`src/rtl/bnn_pkg.sv`:
```
// Shared types for the binary-CNN inference sequencer: sequencer states,
// stage indices into the one-hot stage_en vector, and widths.
package bnn_pkg;

  localparam int N_STAGES = 5;
  localparam int CLASS_W  = 4;

  localparam int STG_C1 = 0;
  localparam int STG_P1 = 1;
  localparam int STG_C2 = 2;
  localparam int STG_P2 = 3;
  localparam int STG_FC = 4;

  typedef enum logic [2:0] {
    S_IDLE,
    S_C1,
    S_P1,
    S_C2,
    S_P2,
    S_FC,
    S_OUT
  } seq_state_e;

  // One-hot stage enable implied by a sequencer state (zero outside stages).
  function automatic logic [N_STAGES-1:0] stage_onehot(input seq_state_e s);
    logic [N_STAGES-1:0] oh;
    oh = '0;
    case (s)
      S_C1:    oh[STG_C1] = 1'b1;
      S_P1:    oh[STG_P1] = 1'b1;
      S_C2:    oh[STG_C2] = 1'b1;
      S_P2:    oh[STG_P2] = 1'b1;
      S_FC:    oh[STG_FC] = 1'b1;
      default: oh = '0;
    endcase
    return oh;
  endfunction

endpackage

```
`src/rtl/bnn_stage_timer.sv`:
```
// Shared stage timer: CNT_W-bit up-counter with synchronous clear and
// enable; done flags the last cycle of a stage of length lat.
module bnn_stage_timer #(
  parameter int CNT_W = 4
) (
  input  logic             clk,
  input  logic             rst,
  input  logic             clr,
  input  logic             en,
  input  logic [CNT_W-1:0] lat,
  output logic             done
);

  logic [CNT_W-1:0] cnt;

  // Count cycles spent in the current stage; clear has priority.
  always_ff @(posedge clk or posedge rst) begin
    if (rst)       cnt <= '0;
    else if (clr)  cnt <= '0;
    else if (en)   cnt <= cnt + CNT_W'(1);
  end

  assign done = (cnt == (lat - CNT_W'(1)));

endmodule

```
`src/rtl/bnn_infer_sequencer.sv`:
```
// Inference controller for the binary CNN pipeline
// (18C5-P2-60C5-P2-FC10-argmax). Captures one image, steps the five
// stages with one-hot enables, latches the argmax class onto a
// valid/ready output and locks out weight writes while busy.
// Optional feature macro: BNN_SEQ_PERF_EN (inference cycle counter).
module bnn_infer_sequencer
  import bnn_pkg::*;
#(
  parameter int C1_LAT = 1,
  parameter int P1_LAT = 1,
  parameter int C2_LAT = 1,
  parameter int P2_LAT = 1,
  parameter int FC_LAT = 2,
  parameter int CNT_W  = 4
) (
  input  logic                clk,
  input  logic                rst,
  input  logic                image_in_valid,
  output logic                image_in_ready,
  output logic                image_load,
  input  logic                kernel_in_valid,
  output logic                kernel_in_ready,
  output logic                kernel_wr_en,
  output logic [N_STAGES-1:0] stage_en,
  input  logic [CLASS_W-1:0]  class_in,
  output logic                class_out_valid,
  input  logic                class_out_ready,
  output logic [CLASS_W-1:0]  class_out,
  output logic                busy,
  output logic [15:0]         perf_cycles
);

  localparam int LAT_MAX = (1 << CNT_W) - 1;

  if ((C1_LAT < 1) || (C1_LAT > LAT_MAX)) begin : g_bad_c1
    $error("bnn_infer_sequencer: C1_LAT out of range");
  end
  if ((P1_LAT < 1) || (P1_LAT > LAT_MAX)) begin : g_bad_p1
    $error("bnn_infer_sequencer: P1_LAT out of range");
  end
  if ((C2_LAT < 1) || (C2_LAT > LAT_MAX)) begin : g_bad_c2
    $error("bnn_infer_sequencer: C2_LAT out of range");
  end
  if ((P2_LAT < 1) || (P2_LAT > LAT_MAX)) begin : g_bad_p2
    $error("bnn_infer_sequencer: P2_LAT out of range");
  end
  if ((FC_LAT < 1) || (FC_LAT > LAT_MAX)) begin : g_bad_fc
    $error("bnn_infer_sequencer: FC_LAT out of range");
  end

  seq_state_e       state, state_n;
  logic [CNT_W-1:0] lat;
  logic             in_stage;
  logic             stage_done;
  logic             fc_done;
  logic             out_hs;

  // Handshakes: weight writes win over image accept in IDLE.
  assign kernel_in_ready = (state == S_IDLE);
  assign kernel_wr_en    = kernel_in_valid & kernel_in_ready;
  assign image_in_ready  = (state == S_IDLE) & ~kernel_in_valid;
  assign image_load      = image_in_valid & image_in_ready;
  assign busy            = (state != S_IDLE);
  assign in_stage        = (state == S_C1) | (state == S_P1) | (state == S_C2) |
                           (state == S_P2) | (state == S_FC);
  assign fc_done         = (state == S_FC) & stage_done;
  assign out_hs          = (state == S_OUT) & class_out_ready;

  // Select the active stage's latency for the shared timer.
  always_comb begin
    lat = CNT_W'(1);
    case (state)
      S_C1:    lat = CNT_W'(C1_LAT);
      S_P1:    lat = CNT_W'(P1_LAT);
      S_C2:    lat = CNT_W'(C2_LAT);
      S_P2:    lat = CNT_W'(P2_LAT);
      S_FC:    lat = CNT_W'(FC_LAT);
      default: lat = CNT_W'(1);
    endcase
  end

  bnn_stage_timer #(
    .CNT_W (CNT_W)
  ) u_timer (
    .clk  (clk),
    .rst  (rst),
    .clr  (stage_done | ~in_stage),
    .en   (in_stage),
    .lat  (lat),
    .done (stage_done)
  );

  // Next-state: advance through stages on timer done, wait in OUT for ready.
  always_comb begin
    state_n = state;
    case (state)
      S_IDLE:  if (image_load) state_n = S_C1;
      S_C1:    if (stage_done) state_n = S_P1;
      S_P1:    if (stage_done) state_n = S_C2;
      S_C2:    if (stage_done) state_n = S_P2;
      S_P2:    if (stage_done) state_n = S_FC;
      S_FC:    if (stage_done) state_n = S_OUT;
      S_OUT:   if (class_out_ready) state_n = S_IDLE;
      default: state_n = S_IDLE;
    endcase
  end

  // State and stage enable register; stage_en is decoded from the next
  // state so it is registered yet aligned with the state it belongs to.
  always_ff @(posedge clk or posedge rst) begin
    if (rst) begin
      state    <= S_IDLE;
      stage_en <= '0;
    end else begin
      state    <= state_n;
      stage_en <= stage_onehot(state_n);
    end
  end

  // Result register: capture on the last FC cycle, release on handshake.
  always_ff @(posedge clk or posedge rst) begin
    if (rst) begin
      class_out       <= '0;
      class_out_valid <= 1'b0;
    end else if (fc_done) begin
      class_out       <= class_in;
      class_out_valid <= 1'b1;
    end else if (out_hs) begin
      class_out_valid <= 1'b0;
    end
  end

`ifdef BNN_SEQ_PERF_EN
  // Inference cycle counter: clear on accept, count busy cycles, saturate.
  always_ff @(posedge clk or posedge rst) begin
    if (rst)                                    perf_cycles <= '0;
    else if (image_load)                        perf_cycles <= '0;
    else if (busy && (perf_cycles != 16'hFFFF)) perf_cycles <= perf_cycles + 16'd1;
  end
`else
  assign perf_cycles = '0;
`endif

endmodule

```
`config.mk`:
```
export PLATFORM = sky130hd
export DESIGN_NAME = bnn_infer_sequencer
export DESIGN_NICKNAME = d
export VERILOG_FILES = /design/src/rtl/bnn_pkg.sv /design/src/rtl/bnn_stage_timer.sv /design/src/rtl/bnn_infer_sequencer.sv
export SDC_FILE = /design/constraint.sdc
export NUM_CORES = 1
export LEC_CHECK = 0
export CAP_MARGIN = 10
export CORE_UTILIZATION = 29
export DETAILED_ROUTE_END_ITERATION = 6
export DONT_BUFFER_PORTS = 1
export GPL_TIMING_DRIVEN = 0
export PLACE_DENSITY = 0.45
export SLEW_MARGIN = 40
export SYNTH_ARGS = -nofsm -noshare
export SYNTH_HDL_FRONTEND = slang
export SYNTH_SLANG_ARGS = --single-unit
```
`constraint.sdc`:
```
create_clock -name clk -period 3.3 [get_ports clk]
set_input_delay 0.165 -clock clk [delete_from_list [all_inputs] [get_ports clk]]
set_output_delay 0.165 -clock clk [all_outputs]
set_load 0.02 [all_outputs]
```
==> flow_summary.toml <==
[finish]
area_delta_synth_final_pct = 16.17
multi_input_area_um2 = 457.9
stdcell_area_um2 = 1132
regArea_um2 = 425.4
final_cell_mix = "dfrtp_1 (17), buf_4 (16), conb_1 (16)"
n_fill_cell = 322
num_antenna_cells = 0
layout_commonest_cell = "dfrtp_1"
nets = 133
drive_gt1_share_pct = 24.59

[place]
hpwl_um = 1337
placed_area_um2 = 1086
gp_congestion = 0.7735
port-buffer-count = 0

[critical_path]
crit_chain = "or3_4, inv_1, and2_1"
worstSetupEndpoint = "kernel_wr_en"
r2r_slack_ps = 1610
required_ps = 3130
path_buf_inv = 1
cpLargestDelayFamily = "simple AND/OR/NAND/NOR gates"
critical_path_arrival_ps = 1740
endpoint_kind = "primary output"
rr_worst_depth = 4
cp_num_cells = 3
crit_type = "register to primary output"
worstReg2RegEnd = "stage_en[0]"
crit_fanout = 7
startpoint_type = "register"
r2r-start = "state[0]"
slowest_stage = "or3_4"
cpPeakStageDelay_ps = 480
critPathLaunch = "state[0]"

[sta]
slew_violations = 0
rsz0062_at_grt = "false"
finClkSkew_ps = 11.99
fin_crit_ps = 1904
fmax_mhz = 525.2
holdWs_ps = 26.28
finalCritPeriodShare_pct = 57.70
fin_tns_setup_ps = 0
hold_viol = 0
timing_worst_slew_pin_value_ps = 642.9
relSlewSlack_pct = 57.09
setup_viol = 0

[logic_synthesis]
ys_types = 31
netlist_instances = 101
netlist.area_leader.share_pct = 43.65
syn_area_per_cell_um2 = 9.650
synth_enable_flop_cells = 0
syn_area_um2 = 974.7
synth-seq-cells = 17
ys_seq_area_share_pct = 43.65
synth_ff_type = "dfrtp_1"
async_reset_ff_share_pct = 100.0
ys_warn_count = 0
synth_area_leaders = "dfrtp_1 (44%), buf_4 (12%), mux2_2 (4.6%)"
synth_area_leader_cell = "dfrtp_1"

[job]
cap_violations = 0

[route]
wl_um = 1786
wl_per_cell_um = 10.76
vias = 699
drt-initial-drc-count = 16
ant_nets = 0
vias_per_cell = 4.211
drc = 0
first_pass_iters = 4

[clock_network]
cts_root_buf = "clkbuf_4"
htreeDepth = 1
insertion_delay_ps = 290
cts_tree = "done"
cts_num_sinks = 17
path_clk_slew_ps = 110
numCtsBuffers = 3
cts_buffer_depth = 2

[floorplanning]
initial_utilization_pct = 31.16
die_y_um = 59.98
die_w_um = 59.98
pin_count = 40
die-area_um2 = 3597
core-area_um2 = 3128
num_rows = 20

[global_route]
antenna_found_initial = 0
grt_use_total_pct = 11.76
grt-ovfl-total = 0
grt_max_degree = 18
grt_pass1_wl_um = 3118
grt_pass1_vias = 683

[power]
leakagePower_nw = 0.5489
power_density_nw_per_um2 = 763.2
ir_worst_vdd_mv = 0.2312

[hold_path]
min_path_type = "input port to register"
hold_depth = 1

[outcome]
status = "complete, no violations"
stage by stage:
stage / power, mW / setup WS, ps / utilization (%) / cells
2_1_floorplan: 0.6878 / 1754 / - / 116
3_3_place_gp: 0.7511 / 1639 / 34.72 / 160
3_5_place_dp: 0.7564 / 1621 / 34.72 / 160
4_1_cts: 0.8764 / 1363 / 35.88 / 165
5_1_grt: 0.9444 / 1314 / 36.20 / 166
6_report: 0.8642 / 1396 / 36.20 / 166
metal layers:
metal  global-route usage, %  part of all wire, %  up-vias  routed length [um]
li1                        -                    -      350                   -
met1                   15.15                   44      330                 783
met2                   18.73                   51       17                 912
met3                   3.896                  4.3        2                  77
met4                   3.322                 0.67        0                  12
met5                       0                    0        -                   0
Yosys cell counts (all sizes together), types with 2 or more instances:
cell	n
nor3	3
xnor2	3
nand2	7
dfrtp	17
nand2b	3
nor2	10
or3	2
o21ai	6
o22ai	2
a21oi	3
mux2	4
nand3	4
clkbuf	3
buf	17
inv	3
layout make-up:
class / count / area share (%)
clock buffer: 4 / 2.320
timing repair buffer: 2 / 1.768
multi-input combinational: 76 / 40.44
buffer: 20 / 12.04
sequential: 17 / 37.57
tap: 44 / 4.862
inverter: 3 / 0.9945
how the worst min path moves through the flow:
stage	startpoint	end	slack [ps]
floorplan	rst	class_out[0]	90
global placement	rst	u_timer.cnt[1]	190
detailed placement	rst	u_timer.cnt[1]	200
CTS	class_in[2]	class_out[2]	10
global route	class_in[2]	class_out[2]	4
finish	class_in[2]	class_out[2]	30
report_power, final:
group          switching [mW]  internal [mW]  total (mW)  leakage, nW
Clock                  0.0660         0.0470       0.113       0.0150
Combinational           0.227          0.145       0.371        0.307
Sequential              0.108          0.272       0.380        0.227
Total                   0.401          0.463       0.864        0.549
flip-flops by register name, indices dropped and copies added (netlist names):
signal,cells
class_out,4
class_out_valid,1
stage_en,5
state,3
u_timer.cnt,4
cell families (layout without fill, tap and decap cells):
| kind of cell | count (synthesis) | after routing | share of synthesized area [%] |
|---|---|---|---|
| and+or+nand+nor | 36 | 36 | 21.95 |
| buffers and inverters | 23 | 29 | 15.15 |
| DFF | 17 | 17 | 43.65 |
| AOI/OAI and AO/OA | 15 | 15 | 9.371 |
| xor gates and xnor gates | 4 | 4 | 3.595 |
| muxes | 4 | 4 | 4.621 |
| adders and majority gates | 1 | 1 | 1.283 |
| other | 1 | 16 | 0.3847 |
repair_timing:
item | CTS | global route
endpoints found under the hold margin | 17 | 1
hold buffers | 1 | 1
setup buffers | 0 | 0
gates resized for setup | 0 | 0
Note: power is estimated with default switching activity, not from simulation.
